**src/rtl/simple_pkg.sv**
```systemverilog
// Shared definitions for the SIMPLE pipeline: opcode fields, decode constants
// and the decode-stage state encoding.
package simple_pkg;

    // Major opcode, instr[15:14]
    localparam logic [1:0] OP_LD  = 2'b00;
    localparam logic [1:0] OP_ST  = 2'b01;
    localparam logic [1:0] OP_BR  = 2'b10;
    localparam logic [1:0] OP_ALU = 2'b11;

    // op3 field, instr[7:4], for the ALU/IO major opcode
    localparam logic [3:0] ALU_CMP = 4'd5;
    localparam logic [3:0] ALU_MAX = 4'd6;
    localparam logic [3:0] SHF_MIN = 4'd8;
    localparam logic [3:0] SHF_MAX = 4'd11;
    localparam logic [3:0] IO_IN   = 4'd12;
    localparam logic [3:0] IO_OUT  = 4'd13;
    localparam logic [3:0] SYS_HLT = 4'd15;

    // Branch-group sub-opcodes, instr[13:11]
    localparam logic [2:0] BR_LI  = 3'b000;
    localparam logic [2:0] BR_B   = 3'b100;
    localparam logic [2:0] BR_BCC = 3'b111;

    typedef enum logic [1:0] {
        RUN   = 2'd0,
        FLUSH = 2'd1,
        HALT  = 2'd2
    } state_t;

    // LI, B and Bcc carry no source register in [13:11]/[10:8], so they
    // never take part in the load-use check.
    function automatic logic is_hazard_exempt(input logic [1:0] major,
                                              input logic [2:0] sub);
        return (major == OP_BR) &&
               ((sub == BR_LI) || (sub == BR_B) || (sub == BR_BCC));
    endfunction

endpackage

```
**src/rtl/id_decode.sv**
```systemverilog
// Combinational instruction-to-control mapping for the decode stage.
// sw[0] = sw1 ... sw[6] = sw7. Reserved encodings and HLT decode to a bubble;
// is_hlt flags HLT so the caller can sequence into HALT.
module id_decode
    import simple_pkg::*;
(
    input  logic [1:0] major,
    input  logic [2:0] sub,
    input  logic [3:0] op3,
    output logic [6:0] sw,
    output logic       write_order,
    output logic       is_hlt
);

    // Field-based decode of the switch controls and register-write order
    always_comb begin
        sw          = '0;
        write_order = 1'b0;
        is_hlt      = 1'b0;
        case (major)
            OP_ALU: begin
                if (op3 <= ALU_MAX) begin
                    write_order = (op3 != ALU_CMP);
                end else if ((op3 >= SHF_MIN) && (op3 <= SHF_MAX)) begin
                    sw[5]       = 1'b1;
                    write_order = 1'b1;
                end else if (op3 == IO_IN) begin
                    write_order = 1'b1;
                end else if (op3 == IO_OUT) begin
                    sw[6] = 1'b1;
                end else if (op3 == SYS_HLT) begin
                    is_hlt = 1'b1;
                end
            end
            OP_LD: begin
                sw[0]       = 1'b1;
                sw[1]       = 1'b1;
                sw[3]       = 1'b1;
                write_order = 1'b1;
            end
            OP_ST: begin
                sw[0] = 1'b1;
                sw[2] = 1'b1;
            end
            default: begin
                if (sub == BR_LI) begin
                    sw[0]       = 1'b1;
                    write_order = 1'b1;
                end else if ((sub == BR_B) || (sub == BR_BCC)) begin
                    sw[0] = 1'b1;
                    sw[4] = 1'b1;
                end
            end
        endcase
    end

endmodule

```
**src/rtl/id_ctrl_unit.sv**
```systemverilog
// Decode-stage control generator: instruction decode plus the load-use stall,
// branch-flush window and HLT/restart sequencing.
// Optional build macro ID_CTRL_PERF_EN adds a saturating 16-bit stall counter
// (stall_count) that counts every stalled cycle, including HALT.
//
// state | meaning
// ------+-------------------------------------------------------------
// RUN   | normal decode, load-use interlock active
// FLUSH | squash decode for flush_cnt+1 more cycles after a taken branch
// HALT  | HLT executed; hold PC/IF-ID until restart
module id_ctrl_unit
    import simple_pkg::*;
#(
    parameter int FLUSH_CYCLES = 1
) (
    input  logic        clock,
    input  logic        reset,
    input  logic [15:0] instr,
    input  logic        instr_valid,
    input  logic        ex_memread,
    input  logic [2:0]  ex_rd,
    input  logic        branch_taken,
    input  logic        restart,
    output logic        sw1,
    output logic        sw2,
    output logic        sw3,
    output logic        sw4,
    output logic        sw5,
    output logic        sw6,
    output logic        sw7,
    output logic        writeOrder,
    output logic        stall,
    output logic        halted
`ifdef ID_CTRL_PERF_EN
    ,
    output logic [15:0] stall_count
`endif
);

    // FLUSH_CYCLES of 0 means a taken branch costs only its own bubble.
    localparam bit         FLUSH_EN   = (FLUSH_CYCLES > 0);
    localparam logic [1:0] FLUSH_LOAD = FLUSH_EN ? 2'(FLUSH_CYCLES - 1) : 2'd0;

    state_t     state, next_state;
    logic [1:0] flush_cnt, next_cnt;
    logic [6:0] dec_sw;
    logic       dec_wo;
    logic       dec_hlt;
    logic       hazard;
    logic       pass;
    logic       unused_imm;

    // The low nibble is immediate/register data, irrelevant to control.
    assign unused_imm = ^instr[3:0];

    id_decode u_decode (
        .major       (instr[15:14]),
        .sub         (instr[13:11]),
        .op3         (instr[7:4]),
        .sw          (dec_sw),
        .write_order (dec_wo),
        .is_hlt      (dec_hlt)
    );

    assign hazard = ex_memread && instr_valid &&
                    !is_hazard_exempt(instr[15:14], instr[13:11]) &&
                    ((ex_rd == instr[13:11]) || (ex_rd == instr[10:8]));

    // Interlock priority and next-state selection
    always_comb begin
        pass       = 1'b0;
        stall      = 1'b0;
        halted     = 1'b0;
        next_state = state;
        next_cnt   = flush_cnt;
        case (state)
            HALT: begin
                stall  = 1'b1;
                halted = 1'b1;
                if (restart) begin
                    next_state = RUN;
                end
            end
            FLUSH: begin
                if (branch_taken) begin
                    if (FLUSH_EN) begin
                        next_cnt = FLUSH_LOAD;
                    end else begin
                        next_state = RUN;
                    end
                end else if (flush_cnt == 2'd0) begin
                    next_state = RUN;
                end else begin
                    next_cnt = flush_cnt - 2'd1;
                end
            end
            default: begin
                if (branch_taken) begin
                    if (FLUSH_EN) begin
                        next_state = FLUSH;
                        next_cnt   = FLUSH_LOAD;
                    end
                end else if (hazard) begin
                    stall = 1'b1;
                end else if (instr_valid) begin
                    if (dec_hlt) begin
                        next_state = HALT;
                    end else begin
                        pass = 1'b1;
                    end
                end
            end
        endcase
    end

    assign sw1        = pass & dec_sw[0];
    assign sw2        = pass & dec_sw[1];
    assign sw3        = pass & dec_sw[2];
    assign sw4        = pass & dec_sw[3];
    assign sw5        = pass & dec_sw[4];
    assign sw6        = pass & dec_sw[5];
    assign sw7        = pass & dec_sw[6];
    assign writeOrder = pass & dec_wo;

    // State register and flush window counter
    always_ff @(posedge clock or negedge reset) begin
        if (!reset) begin
            state     <= RUN;
            flush_cnt <= 2'd0;
        end else begin
            state     <= next_state;
            flush_cnt <= next_cnt;
        end
    end

`ifdef ID_CTRL_PERF_EN
    // Saturating count of stalled cycles
    always_ff @(posedge clock or negedge reset) begin
        if (!reset) begin
            stall_count <= 16'd0;
        end else if (stall && (stall_count != 16'hFFFF)) begin
            stall_count <= stall_count + 16'd1;
        end
    end
`endif

endmodule
```
**config.mk**
```make
export PLATFORM = sky130hd
export DESIGN_NAME = id_ctrl_unit
export DESIGN_NICKNAME = d
export VERILOG_FILES = /design/src/rtl/simple_pkg.sv /design/src/rtl/id_decode.sv /design/src/rtl/id_ctrl_unit.sv
export SDC_FILE = /design/constraint.sdc
export NUM_CORES = 1
export LEC_CHECK = 0
export ABC_AREA = 1
export CAP_MARGIN = 25
export CORE_UTILIZATION = 39
export DETAILED_ROUTE_END_ITERATION = 8
export PLACE_DENSITY_LB_ADDON = 0.25
export RECOVER_POWER = 25
export SYNTH_ARGS = -nofsm -noshare
export SYNTH_HDL_FRONTEND = slang
export SYNTH_SLANG_ARGS = --single-unit
```
**constraint.sdc**
```tcl
create_clock -name clock -period 4.4 [get_ports clock]
set_input_delay 1.1 -clock clock [delete_from_list [all_inputs] [get_ports clock]]
set_output_delay 1.1 -clock clock [all_outputs]
set_load 0.05 [all_outputs]
```
==> results.txt, run 1 <==
----------------------------------------------------
[Worst setup path]
  Cells traversed along the worst timing path ... clkdlybuf4s50_1 > inv_2 > nand2_1 > a21oi_2 > nand3_4 > nor2_1 > buf_4
  Arrival time at the worst endpoint ... 2.49 ns
  Startpoint of the worst-slack reg-to-reg timing path ... state[0]
  Startpoint Class ... primary input
  Worst r2r path cells ... 8
  Peak per-stage delay on the critical path ... 0.48 ns
  Kind of end point of the critical path ... output pin
  Peak fanout along the critical path ... 7
  Register-to-register path setup slack ... 3.02 ns
  Worst Setup SP ... branch_taken
  CP max stage cell ... sky130_fd_sc_hd__clkdlybuf4s50_1
  Path type of the worst setup path ... primary input to output pin
  Worst reg2reg path endpoint ... state[1]
  Critical path capture point ... sw2
  Worst path required time ... 3.30 ns

[Synthesis]
  Cell area after technology mapping ... 589.3 um2
  Dominant synthesized flop cell ... sky130_fd_sc_hd__dfrtp_1
  Most repeated cell in the gate-level netlist after synthesis ... sky130_fd_sc_hd__nand2_1
  Post-synthesis register bit count ... 4
  Post-Syn Area per Cell ... 6.013 um2
  Fraction of post-synthesis cell area in the top cell type by area ... 0.1847
  Dominant cell type by area after synthesis ... sky130_fd_sc_hd__nand2_1
  Synthesized instance count ... 98
  List of most frequent post-synthesis cells ... sky130_fd_sc_hd__nand2_1 (29), sky130_fd_sc_hd__inv_1 (17), sky130_fd_sc_hd__nand3_1 (7), sky130_fd_sc_hd__nor2_1 (7)
  Synth top area cells ... sky130_fd_sc_hd__nand2_1 (18%), sky130_fd_sc_hd__dfrtp_1 (17%), sky130_fd_sc_hd__inv_1 (11%), sky130_fd_sc_hd__ha_1 (6.4%), sky130_fd_sc_hd__nand3_1 (5.9%)
  Post-synth EDFFs ... 0
  Distinct cell type count after synthesis ... 21
  Post-Syn Nets ... 126
  Warnings, synthesis ... 0
  Share of the yosys chip area belonging to registers ... 0.1699
  Async SR Flop Fraction ... 1.000

[CTS]
  TritonCTS clock tree ... yes
  Clock root buffer ... sky130_fd_sc_hd__clkbuf_4
  Clock-pin transition on the worst setup and hold timing paths ... 0.03 ns
  Count of hold buffers inserted by post-cts repair ... 0
  Total clock buffers created by CTS ... 3
  Maximum clock insertion buffer count ... 2
  Num Clock Sinks ... 4
  H-tree levels ... 1
  Number of buffers inserted by post-CTS setup repair ... 0
  Post-cts gate resize count ... 0
  Insertion delay to the later sink of the worst-skew pair ... 0.24 ns

[Floorplanning]
  Initial Util ... 0.4365
  Num rows ... 13
  Die W ... 40.87 um
  Die Footprint ... 0.001670 mm2
  Y dimension of the die ... 40.87 um
  Floorplan core area ... 0.001350 mm2
  Number of top-level pins ... 35

[Pwr]
  Power density cells ... 341.3 mW/mm2
  Leakage ... 0.4571 nW
  Worst supply voltage drop on vdd ... 0.0001891 V

[Layout]
  Fill cell instance count of the final layout ... 120
  Multi-input gate area ... 410.4 um2
  Proportion of layout cells with a drive suffix above 1 ... 0.2154
  Number of inserted diodes ... 0
  Utilization of the core after routing ... 0.6673
  Growth of design area from synthesis to finish ... 52.87%
  Register area ... 100.1 um2
  Number of nets at the end of the flow ... 160

[Global route]
  Initial antenna violation count ... 0
  All-layer global routing usage ... 0.1926
  Maximum number of pins on one net before global-route repair ... 8
  Vias in the first global route ... 566
  Sum of overflow across all layers after global routing ... 0
  First-pass GRT wire length ... 2.125 mm

[Flow run]
  Maximum Capacitance Violations ... 0

[Placement]
  GPL Wtd Cong ... 0.7131
  Half-perimeter wire length after placement ... 1.111 mm
  Post-Place Worst Slack ... 0.7964 ns
  Total of buffers placed on input and output ports ... 30

[STA]
  Worst Setup Slack, final ... 0.8053 ns
  Unrepaired setup endpoints after global routing ... no
  Final period demand of the worst path ... 3.595 ns
  Setup-violating endpoint count in the final report ... 0
  Final max-slew violation count ... 0
  Slew Limit Headroom ... 0.6734
  Highest attainable clock frequency ... 278.2 MHz
  Worst Max-Slew Pin Slew ... 0.4884 ns
  Worst Skew ... 0.008177 ns
  Tcrit/Tclk final ... 0.8170
  Fin. Hold Viols ... 0
  Total negative slack ... 0 ns

[Min path]
  Worst min-delay path category ... flop to flop

[Route]
  Number of nets with antenna violations after detailed routing ... 0
  Number of violations reported at the end of detailed-routing iteration 0 ... 13
  Average via count per standard cell ... 4.683
  Routed len/inst ... 9.076 um
  Number of optimization iterations in the first detailed-route pass ... 4
  DRC errors left ... 0
  Total vias in the final route ... 679
  Final wirelength ... 1.316 mm

[Run status]
  Run status ... completed

----------------------------------------------------
[registers in the layout (all words and copies together) (netlist names)]
signal	cells
flush_cnt	2
state	2
[placed cells by master (no fill, tap or decap)]
| master | Yosys | final |
|---|---|---|
| sky130_fd_sc_hd__nand3_2 | 2 | 2 |
| sky130_fd_sc_hd__a21oi_1 | 3 | 3 |
| sky130_fd_sc_hd__o211ai_1 | 2 | 2 |
| sky130_fd_sc_hd__a21oi_2 | 1 | 1 |
| sky130_fd_sc_hd__inv_1 | 17 | 17 |
| sky130_fd_sc_hd__o21ai_0 | 5 | 5 |
| sky130_fd_sc_hd__buf_4 | 1 | 9 |
| sky130_fd_sc_hd__nand2_1 | 29 | 29 |
| sky130_fd_sc_hd__clkbuf_4 | 0 | 3 |
| sky130_fd_sc_hd__dfrtp_1 | 4 | 4 |
| sky130_fd_sc_hd__nand3_4 | 1 | 1 |
| sky130_fd_sc_hd__nand2_2 | 5 | 5 |
| sky130_fd_sc_hd__clkdlybuf4s50_1 | 0 | 20 |
| sky130_fd_sc_hd__nand4_1 | 1 | 1 |
| sky130_fd_sc_hd__nor3b_1 | 1 | 1 |
| sky130_fd_sc_hd__or2_1 | 1 | 1 |
| sky130_fd_sc_hd__xnor2_1 | 1 | 1 |
| sky130_fd_sc_hd__a21oi_4 | 1 | 1 |
| sky130_fd_sc_hd__nor2_1 | 7 | 7 |
| sky130_fd_sc_hd__ha_1 | 3 | 3 |
| sky130_fd_sc_hd__nand3_1 | 7 | 7 |
| sky130_fd_sc_hd__inv_2 | 2 | 2 |
| sky130_fd_sc_hd__dlygate4sd3_1 | 0 | 1 |
| sky130_fd_sc_hd__nor2_2 | 4 | 4 |
[layout make-up]
cell class	count	share of cell area
flip-flops and latches	4	0.1111
repair buffers	30	0.3083
well taps	15	0.02083
multi-input cells	74	0.4556
inverters	19	0.07917
clock buffers	3	0.02500
[stage by stage]
step	instances	area (um2)	hold WS (ns)	power, mW
floorplan	98	589.3	0.4665	0.2035
global placement	142	878.3	0.4918	0.2579
detailed placement	142	878.3	0.4986	0.2612
CTS	145	900.9	0.5073	0.3098
global route	145	900.9	0.5171	0.3366
finish	145	900.9	0.4993	0.3075
[worst max-delay path, delay by kind of cell]
kind	cells	cell delay (ns)
buf+inv	3	0.81
compound gates	1	0.21
simple gates	3	0.38
[logic make-up (layout without fill, tap and decap cells)]
| logic type | Yosys count | after routing | synth area share |
|---|---|---|---|
| xor+xnor | 1 | 1 | 0.01486 |
| simple gates | 58 | 58 | 0.4820 |
| buf+inv | 20 | 52 | 0.1338 |
| fa+ha+maj | 3 | 3 | 0.06370 |
| compound gates | 12 | 12 | 0.1359 |
| flops | 4 | 4 | 0.1699 |
[routing by layer]
| metal | wire [um] | global-route usage | share of wire |
|---|---|---|---|
| met3 | 103 | 0.06522 | 0.078 |
| met5 | 0 | 0 | 0 |
| met2 | 594 | 0.3398 | 0.45 |
| met1 | 604 | 0.2168 | 0.46 |
| met4 | 14 | 0.05000 | 0.011 |
[worst min path at each step]
stage	endpoint	cells after the start	slack [ns]	from
after global routing	state[0]	2	0.52	state[0]
after CTS	state[0]	2	0.51	state[0]
final	state[1]	2	0.50	state[1]
after floorplan	state[1]	2	0.47	state[1]
after global placement	state[1]	2	0.49	state[1]
after detailed placement	state[0]	2	0.50	state[0]
[power by group]
group / switching, mW / leakage, nW / total (mW) / internal [mW]
registers: 0.00733 / 0.0529 / 0.0581 / 0.0507
clock network: 0.0162 / 0.0138 / 0.0468 / 0.0306
logic: 0.127 / 0.390 / 0.203 / 0.0759
total: 0.150 / 0.457 / 0.308 / 0.157
(Power assumes the default switching activity.)
==> inputs of run 2 (changes only) <==
--- a/config.mk
+++ b/config.mk
@@ -7,7 +7,7 @@
 export LEC_CHECK = 0
 export ABC_AREA = 1
 export CAP_MARGIN = 25
-export CORE_UTILIZATION = 39
+export CORE_UTILIZATION = 36
 export DETAILED_ROUTE_END_ITERATION = 8
 export PLACE_DENSITY_LB_ADDON = 0.25
 export RECOVER_POWER = 25
==> constraint.sdc (replaced) <==
create_clock -name clock -period 3.7 [get_ports clock]
set_input_delay 0.925 -clock clock [delete_from_list [all_inputs] [get_ports clock]]
set_output_delay 0.925 -clock clock [all_outputs]
set_load 0.05 [all_outputs]
==> results.txt, run 2 (synthesized netlist as in run 1, its figures left out) <==
----------------------------------------------------
[Run status]
  Run status ... completed (unchanged)

[Min path]
  Worst min-delay path category ... flop to flop (unchanged)

[Global route]
  Vias in the first global route ... 623 (was 566)
  Initial antenna violation count ... 0 (unchanged)
  Maximum number of pins on one net before global-route repair ... 8 (unchanged)
  Sum of overflow across all layers after global routing ... 0 (unchanged)
  First-pass GRT wire length ... 2.352 mm (was 2.125 mm)
  All-layer global routing usage ... 0.1712 (was 0.1926)

[Floorplanning]
  Num rows ... 14 (was 13)
  Floorplan core area ... 0.001524 mm2 (was 0.001350 mm2)
  Die W ... 42.46 um (was 40.87 um)
  Die Footprint ... 0.001803 mm2 (was 0.001670 mm2)
  Initial Util ... 0.3867 (was 0.4365)
  Number of top-level pins ... 35 (unchanged)
  Y dimension of the die ... 42.46 um (was 40.87 um)

[Pwr]
  Portion of total power attributed to sequential cells ... 0.176 (was 0.189)
  Sw Share ... 0.4688 (was 0.4888)
  Share of power burned in the clock network ... 0.138 (was 0.152)
  Comb power frac ... 0.686 (was 0.659)
  Power density cells ... 388.5 mW/mm2 (was 341.3 mW/mm2)
  Switching power of the nets ... 0.1848 mW (was 0.1503 mW)
  Leakage ... 0.4826 nW (was 0.4571 nW)
  Cell-internal power ... 0.2094 mW (was 0.1572 mW)
  Worst supply voltage drop on vdd ... 0.0001725 V (was 0.0001891 V)

[Route]
  Final wirelength ... 1.366 mm (was 1.316 mm)
  Total vias in the final route ... 686 (was 679)
  Routed len/inst ... 9.356 um (was 9.076 um)
  Number of nets with antenna violations after detailed routing ... 0 (unchanged)
  DRC errors left ... 0 (unchanged)
  Average via count per standard cell ... 4.699 (was 4.683)
  Number of violations reported at the end of detailed-routing iteration 0 ... 4 (was 13)
  Number of optimization iterations in the first detailed-route pass ... 4 (unchanged)

[Layout]
  Number of inserted diodes ... 0 (unchanged)
  Number of cells in the finished layout apart from fillers ... 146 (was 145)
  Number of nets at the end of the flow ... 160 (unchanged)
  Biggest registers after layout ... flush_cnt: 2 flops, state: 2 flops (unchanged)
  Most used cells in the layout excluding fill and tap cells ... sky130_fd_sc_hd__nand2_1 (29), sky130_fd_sc_hd__clkdlybuf4s50_1 (20), sky130_fd_sc_hd__inv_1 (17), sky130_fd_sc_hd__buf_12 (9) (was sky130_fd_sc_hd__nand2_1 (29), sky130_fd_sc_hd__clkdlybuf4s50_1 (20), sky130_fd_sc_hd__inv_1 (17), sky130_fd_sc_hd__buf_4 (9))
  Most common cell after layout, fill and taps aside ... sky130_fd_sc_hd__nand2_1 (unchanged)
  Proportion of layout cells with a drive suffix above 1 ... 0.2154 (unchanged)
  Post-route design area ... 0.001015 mm2 (was 900.9 um2)
  Growth of design area from synthesis to finish ... 72.19% (was 52.87%)

[Placement]
  Post-Place Worst Slack ... 0.3047 ns (was 0.7964 ns)
  Cell total after placement ... 143 (was 142)
  Total of buffers placed on input and output ports ... 30 (unchanged)
  Post-detailed-placement cell area ... 992.2 um2 (was 878.3 um2)
  Half-perimeter wire length after placement ... 1.201 mm (was 1.111 mm)
  GPL Wtd Cong ... 0.7714 (was 0.7131)

[Worst setup path]
  Peak per-stage delay on the critical path ... 0.50 ns (was 0.48 ns)
  Arrival time at the worst endpoint ... 2.47 ns (was 2.49 ns)
  Cells traversed along the worst timing path ... clkdlybuf4s50_1 > inv_1 > nand2_1 > nand2_1 > nand3_2 > nand2_2 > nand2_2 > nand3_4 > nor2_1 > buf_12 (was clkdlybuf4s50_1 > inv_2 > nand2_1 > a21oi_2 > nand3_4 > nor2_1 > buf_4)
  Peak fanout along the critical path ... 7 (unchanged)
  Path type of the worst setup path ... primary input to output pin (unchanged)
  Kind of end point of the critical path ... output pin (unchanged)
  CP max stage cell ... sky130_fd_sc_hd__clkdlybuf4s50_1 (unchanged)
  Worst path required time ... 2.77 ns (was 3.30 ns)
  Startpoint Class ... primary input (unchanged)

[STA]
  Worst Setup Slack, final ... 0.3062 ns (was 0.8053 ns)
  Total negative slack ... 0 ns (unchanged)
  Tcrit/Tclk final ... 0.9172
  Unrepaired setup endpoints after global routing ... no (unchanged)
  Final max-slew violation count ... 0 (unchanged)
  Slew Limit Headroom ... 0.6691 (was 0.6734)
  Fin. Hold Viols ... 0 (unchanged)
  Worst Max-Slew Pin Slew ... 0.4947 ns (was 0.4884 ns)
  Final period demand of the worst path ... 3.394 ns
  Highest attainable clock frequency ... 294.7 MHz
  Setup-violating endpoint count in the final report ... 0 (unchanged)
  Worst Skew ... 0.005614 ns (was 0.008177 ns)

[CTS]
  Clock root buffer ... sky130_fd_sc_hd__clkbuf_4 (unchanged)
  Num Clock Sinks ... 4 (unchanged)
  Insertion delay to the later sink of the worst-skew pair ... 0.23 ns (was 0.24 ns)
  Total clock buffers created by CTS ... 3 (unchanged)
  Maximum clock insertion buffer count ... 2 (unchanged)
  Post-cts gate resize count ... 0 (unchanged)
  Number of buffers inserted by post-CTS setup repair ... 0 (unchanged)
  Count of hold buffers inserted by post-cts repair ... 0 (unchanged)
  TritonCTS clock tree ... yes (unchanged)
  H-tree levels ... 1 (unchanged)
  Clock-pin transition on the worst setup and hold timing paths ... 0.04 ns (was 0.03 ns)

[Flow run]
  Maximum Capacitance Violations ... 0 (unchanged)

----------------------------------------------------
-- run 2: cell counts in the layout (fill, tap and decap cells not counted) --
No cell type changed its count.
-- run 2: worst paths after layout --
path	start	endpoint	slack, ns	depth (start not counted)
setup / recovery	instr[12]	sw4	0.31	10
hold / removal	state[1]	state[1]	0.51	2
setup reg to reg	state[0]	state[1]	2.28	8
hold reg to reg	state[1]	state[1]	0.51	2
max in group asynchronous	reset	state[0]	2.58	1
min in group asynchronous	reset	flush_cnt[0]	0.95	1
-- run 2: layout make-up --
class / count / area [um2]
clock buffer: 3 / 22.52
multi-input combinational: 74 / 410.4
timing repair buffer: 30 / 390.4
sequential: 4 / 100.1
tap: 16 / 20.02
fill: 151 / 509.2
inverter: 19 / 71.32
-- run 2: routing by layer --
metal / up-vias / share of wire / global-route usage / routed length, um
met1: 289 / 0.42 / 0.1788 / 569
met4: 0 / 0.015 / 0.1125 / 21
met5: - / 0 / 0 / 0
met3: 2 / 0.045 / 0.03448 / 62
met2: 22 / 0.52 / 0.3046 / 713
li1: 373 / - / - / -
-- run 2: worst max-delay path: cells and delay by family --
kind / cells / cell delay (ns)
buffers and inverters: 3 / 0.76
AND/OR/NAND/NOR: 7 / 0.78
-- run 2: through the flow --
stage | hold slack, ns | power (mW) | utilization
after floorplan | 0.4665 | 0.2420 | -
after global placement | 0.4946 | 0.3333 | 0.6511
after detailed placement | 0.5040 | 0.3415 | 0.6511
after CTS | 0.5134 | 0.3958 | 0.6658
after global routing | 0.5538 | 0.4284 | 0.6658
final | 0.5117 | 0.3942 | 0.6658
-- run 2: power groups by stage --
| stage | registers [mW] | clock network (mW) | logic [mW] |
|---|---|---|---|
| floorplan | 0.0674 | 0 | 0.175 |
| global placement | 0.0695 | 0 | 0.264 |
| detailed placement | 0.0705 | 0 | 0.271 |
| CTS | 0.0699 | 0.0542 | 0.272 |
| global route | 0.0714 | 0.0598 | 0.297 |
| finish | 0.0693 | 0.0543 | 0.271 |
==> inputs of run 3 (changes only) <==
--- a/config.mk
+++ b/config.mk
@@ -7,8 +7,10 @@
 export LEC_CHECK = 0
 export ABC_AREA = 1
 export CAP_MARGIN = 25
+export CORE_MARGIN = 2
 export CORE_UTILIZATION = 36
 export DETAILED_ROUTE_END_ITERATION = 8
+export GPL_TIMING_DRIVEN = 0
 export PLACE_DENSITY_LB_ADDON = 0.25
 export RECOVER_POWER = 25
 export SYNTH_ARGS = -nofsm -noshare
==> results.txt, run 3 (synthesized netlist as in run 1, its figures left out) <==
----------------------------------------------------
[Layout]
  Biggest registers after layout ... flush_cnt: 2 flops, state: 2 flops (unchanged)
  Number of nets at the end of the flow ... 161 (was 160)
  Post-route design area ... 895.9 um2 (was 0.001015 mm2)
  Most common cell after layout, fill and taps aside ... sky130_fd_sc_hd__nand2_1 (unchanged)
  Proportion of layout cells with a drive suffix above 1 ... 0.2061 (was 0.2154)
  Most used cells in the layout excluding fill and tap cells ... sky130_fd_sc_hd__nand2_1 (29), sky130_fd_sc_hd__clkdlybuf4s50_1 (20), sky130_fd_sc_hd__inv_1 (17) (was sky130_fd_sc_hd__nand2_1 (29), sky130_fd_sc_hd__clkdlybuf4s50_1 (20), sky130_fd_sc_hd__inv_1 (17), sky130_fd_sc_hd__buf_12 (9))
  Number of inserted diodes ... 0 (unchanged)
  Number of cells in the finished layout apart from fillers ... 147 (was 146)
  Growth of design area from synthesis to finish ... 52.02% (was 72.19%)

[Floorplanning]
  Die W ... 44.46 um (was 42.46 um)
  Initial Util ... 0.3867 (unchanged)
  Number of top-level pins ... 35 (unchanged)
  Floorplan core area ... 0.001524 mm2 (unchanged)
  Num rows ... 14 (unchanged)
  Die Footprint ... 0.001977 mm2 (was 0.001803 mm2)
  Y dimension of the die ... 44.46 um (was 42.46 um)

[Global route]
  All-layer global routing usage ... 0.1715 (was 0.1712)
  First-pass GRT wire length ... 2.601 mm (was 2.352 mm)
  Grt met3 use ... 0.01633 (was 0.03448)
  Vias in the first global route ... 711 (was 623)
  Initial antenna violation count ... 0 (unchanged)
  Global-route layer with the greatest usage ... met2 (unchanged)
  GR Layer Usage met1 ... 0.1776 (was 0.1788)
  Sum of overflow across all layers after global routing ... 0 (unchanged)
  Maximum number of pins on one net before global-route repair ... 8 (unchanged)
  Fraction of met2 tracks used by global routing ... 0.3333 (was 0.3046)

[Placement]
  Post-detailed-placement cell area ... 909.6 um2 (was 992.2 um2)
  Cell total after placement ... 144 (was 143)
  Half-perimeter wire length after placement ... 1.342 mm (was 1.201 mm)
  Total of buffers placed on input and output ports ... 30 (unchanged)
  GPL Wtd Cong ... 0.6900 (was 0.7714)

[STA]
  Fin. Hold Viols ... 0 (unchanged)
  Highest attainable clock frequency ... 285.1 MHz (was 294.7 MHz)
  Unrepaired setup endpoints after global routing ... no (unchanged)
  Setup-violating endpoint count in the final report ... 0 (unchanged)
  Slew Limit Headroom ... 0.6686 (was 0.6691)
  Worst Skew ... 0.004430 ns (was 0.005614 ns)
  Tcrit/Tclk final ... 0.9482 (was 0.9172)
  Min Hold Slack ... 0.5224 ns (was 0.5117 ns)
  Final period demand of the worst path ... 3.508 ns (was 3.394 ns)
  Final max-slew violation count ... 0 (unchanged)
  Worst Max-Slew Pin Slew ... 0.4956 ns (was 0.4947 ns)

[Worst setup path]
  Arrival time at the worst endpoint ... 2.58 ns (was 2.47 ns)
  Kind of end point of the critical path ... output pin (unchanged)
  Path type of the worst setup path ... primary input to output pin (unchanged)
  Peak fanout along the critical path ... 7 (unchanged)
  Worst Setup SP ... instr[13] (was instr[12])
  Startpoint of the worst-slack reg-to-reg timing path ... state[0] (unchanged)
  Startpoint Class ... primary input (unchanged)
  Worst path required time ... 2.77 ns (about the same)

[CTS]
  TritonCTS clock tree ... yes (unchanged)
  Number of buffers inserted by post-CTS setup repair ... 0 (unchanged)
  Total clock buffers created by CTS ... 3 (unchanged)
  Clock root buffer ... sky130_fd_sc_hd__clkbuf_4 (unchanged)
  H-tree levels ... 1 (unchanged)
  Maximum clock insertion buffer count ... 2 (unchanged)
  Num Clock Sinks ... 4 (unchanged)
  Clock-pin transition on the worst setup and hold timing paths ... 0.04 ns (about the same)
  Insertion delay to the later sink of the worst-skew pair ... 0.23 ns (about the same)

[Flow run]
  Maximum Capacitance Violations ... 0 (unchanged)

[Route]
  Total vias in the final route ... 703 (was 686)
  DRC errors left ... 0 (unchanged)
  Routed len/inst ... 10.10 um (was 9.356 um)
  Number of nets with antenna violations after detailed routing ... 0 (unchanged)
  Average via count per standard cell ... 4.782 (was 4.699)
  Number of optimization iterations in the first detailed-route pass ... 3 (was 4)
  Final wirelength ... 1.485 mm (was 1.366 mm)
  Number of violations reported at the end of detailed-routing iteration 0 ... 5 (was 4)

[Min path]
  Startpoint of the most critical hold path ... state[1] (unchanged)
  Worst min-delay path category ... flop to flop (unchanged)

[Pwr]
  Power density cells ... 411.1 mW/mm2 (was 388.5 mW/mm2)
  Leakage ... 0.4585 nW (was 0.4826 nW)
  Worst supply voltage drop on vdd ... 0.0001678 V (was 0.0001725 V)

[Run status]
  Run status ... completed (unchanged)

----------------------------------------------------
run 3: where the power goes:
part / switching [mW] / total, mW / internal (mW)
clock network: 0.0187 / 0.0550 / 0.0364
logic: 0.155 / 0.242 / 0.0869
registers: 0.0108 / 0.0710 / 0.0603
run 3: worst max-delay path, stage by stage:
cell and delay (ns):
sky130_fd_sc_hd__clkdlybuf4s50_1 0.53, sky130_fd_sc_hd__inv_1 0.06, sky130_fd_sc_hd__nand2_1 0.05, sky130_fd_sc_hd__nand2_1 0.07, sky130_fd_sc_hd__nand3_2 0.08, sky130_fd_sc_hd__nand2_2 0.07, sky130_fd_sc_hd__nand2_2 0.09, sky130_fd_sc_hd__nand3_4 0.10
sky130_fd_sc_hd__nor2_2 0.10, sky130_fd_sc_hd__clkdlybuf4s15_1 0.50
run 3: routing by layer:
layer / vias up / part of all wire
li1: 374 / -
met1: 307 / 0.39
met2: 20 / 0.55
met3: 2 / 0.047
met4: 0 / 0.011
met5: - / 0
run 3: what timing repair did:
item                       4_1_cts  5_1_grt
hold buffers                     0        0
setup endpoints to repair        9        8
gates resized for setup          9       15
run 3: area by class of cell:
| type | instances | area (um2) |
|---|---|---|
| Fill cell | 162 | 628.1 |
| Sequential cell | 4 | 100.1 |
| Clock buffer | 3 | 22.52 |
| Buffer | 1 | 7.507 |
| Tap cell | 16 | 20.02 |
| Inverter | 19 | 71.32 |
| Multi-Input combinational cell | 74 | 410.4 |
| Timing Repair Buffer | 30 | 264.0 |
run 3: final timing paths:
kind / endpoint / slack [ns] / cells after the start
worst max-delay path: sw7 / 0.19 / 10
worst min-delay path: state[1] / 0.52 / 2
worst max register to register: state[0] / 2.26 / 8
worst min register to register: state[1] / 0.52 / 2
max in group asynchronous: state[1] / 2.58 / 1
min in group asynchronous: flush_cnt[0] / 0.96 / 1
run 3: metrics by stage:
stage	util	total power, mW	TNS (ns)	setup WS (ns)
global placement	0.5969	0.3117	-1.000	-0.2360
finish	0.5878	0.3683	0	0.1918
global route	0.5878	0.3970	0	0.009543
floorplan	-	0.2420	0	0.3494
CTS	0.6043	0.3727	0	0.007837
detailed placement	0.5969	0.3218	-1.295	-0.2758
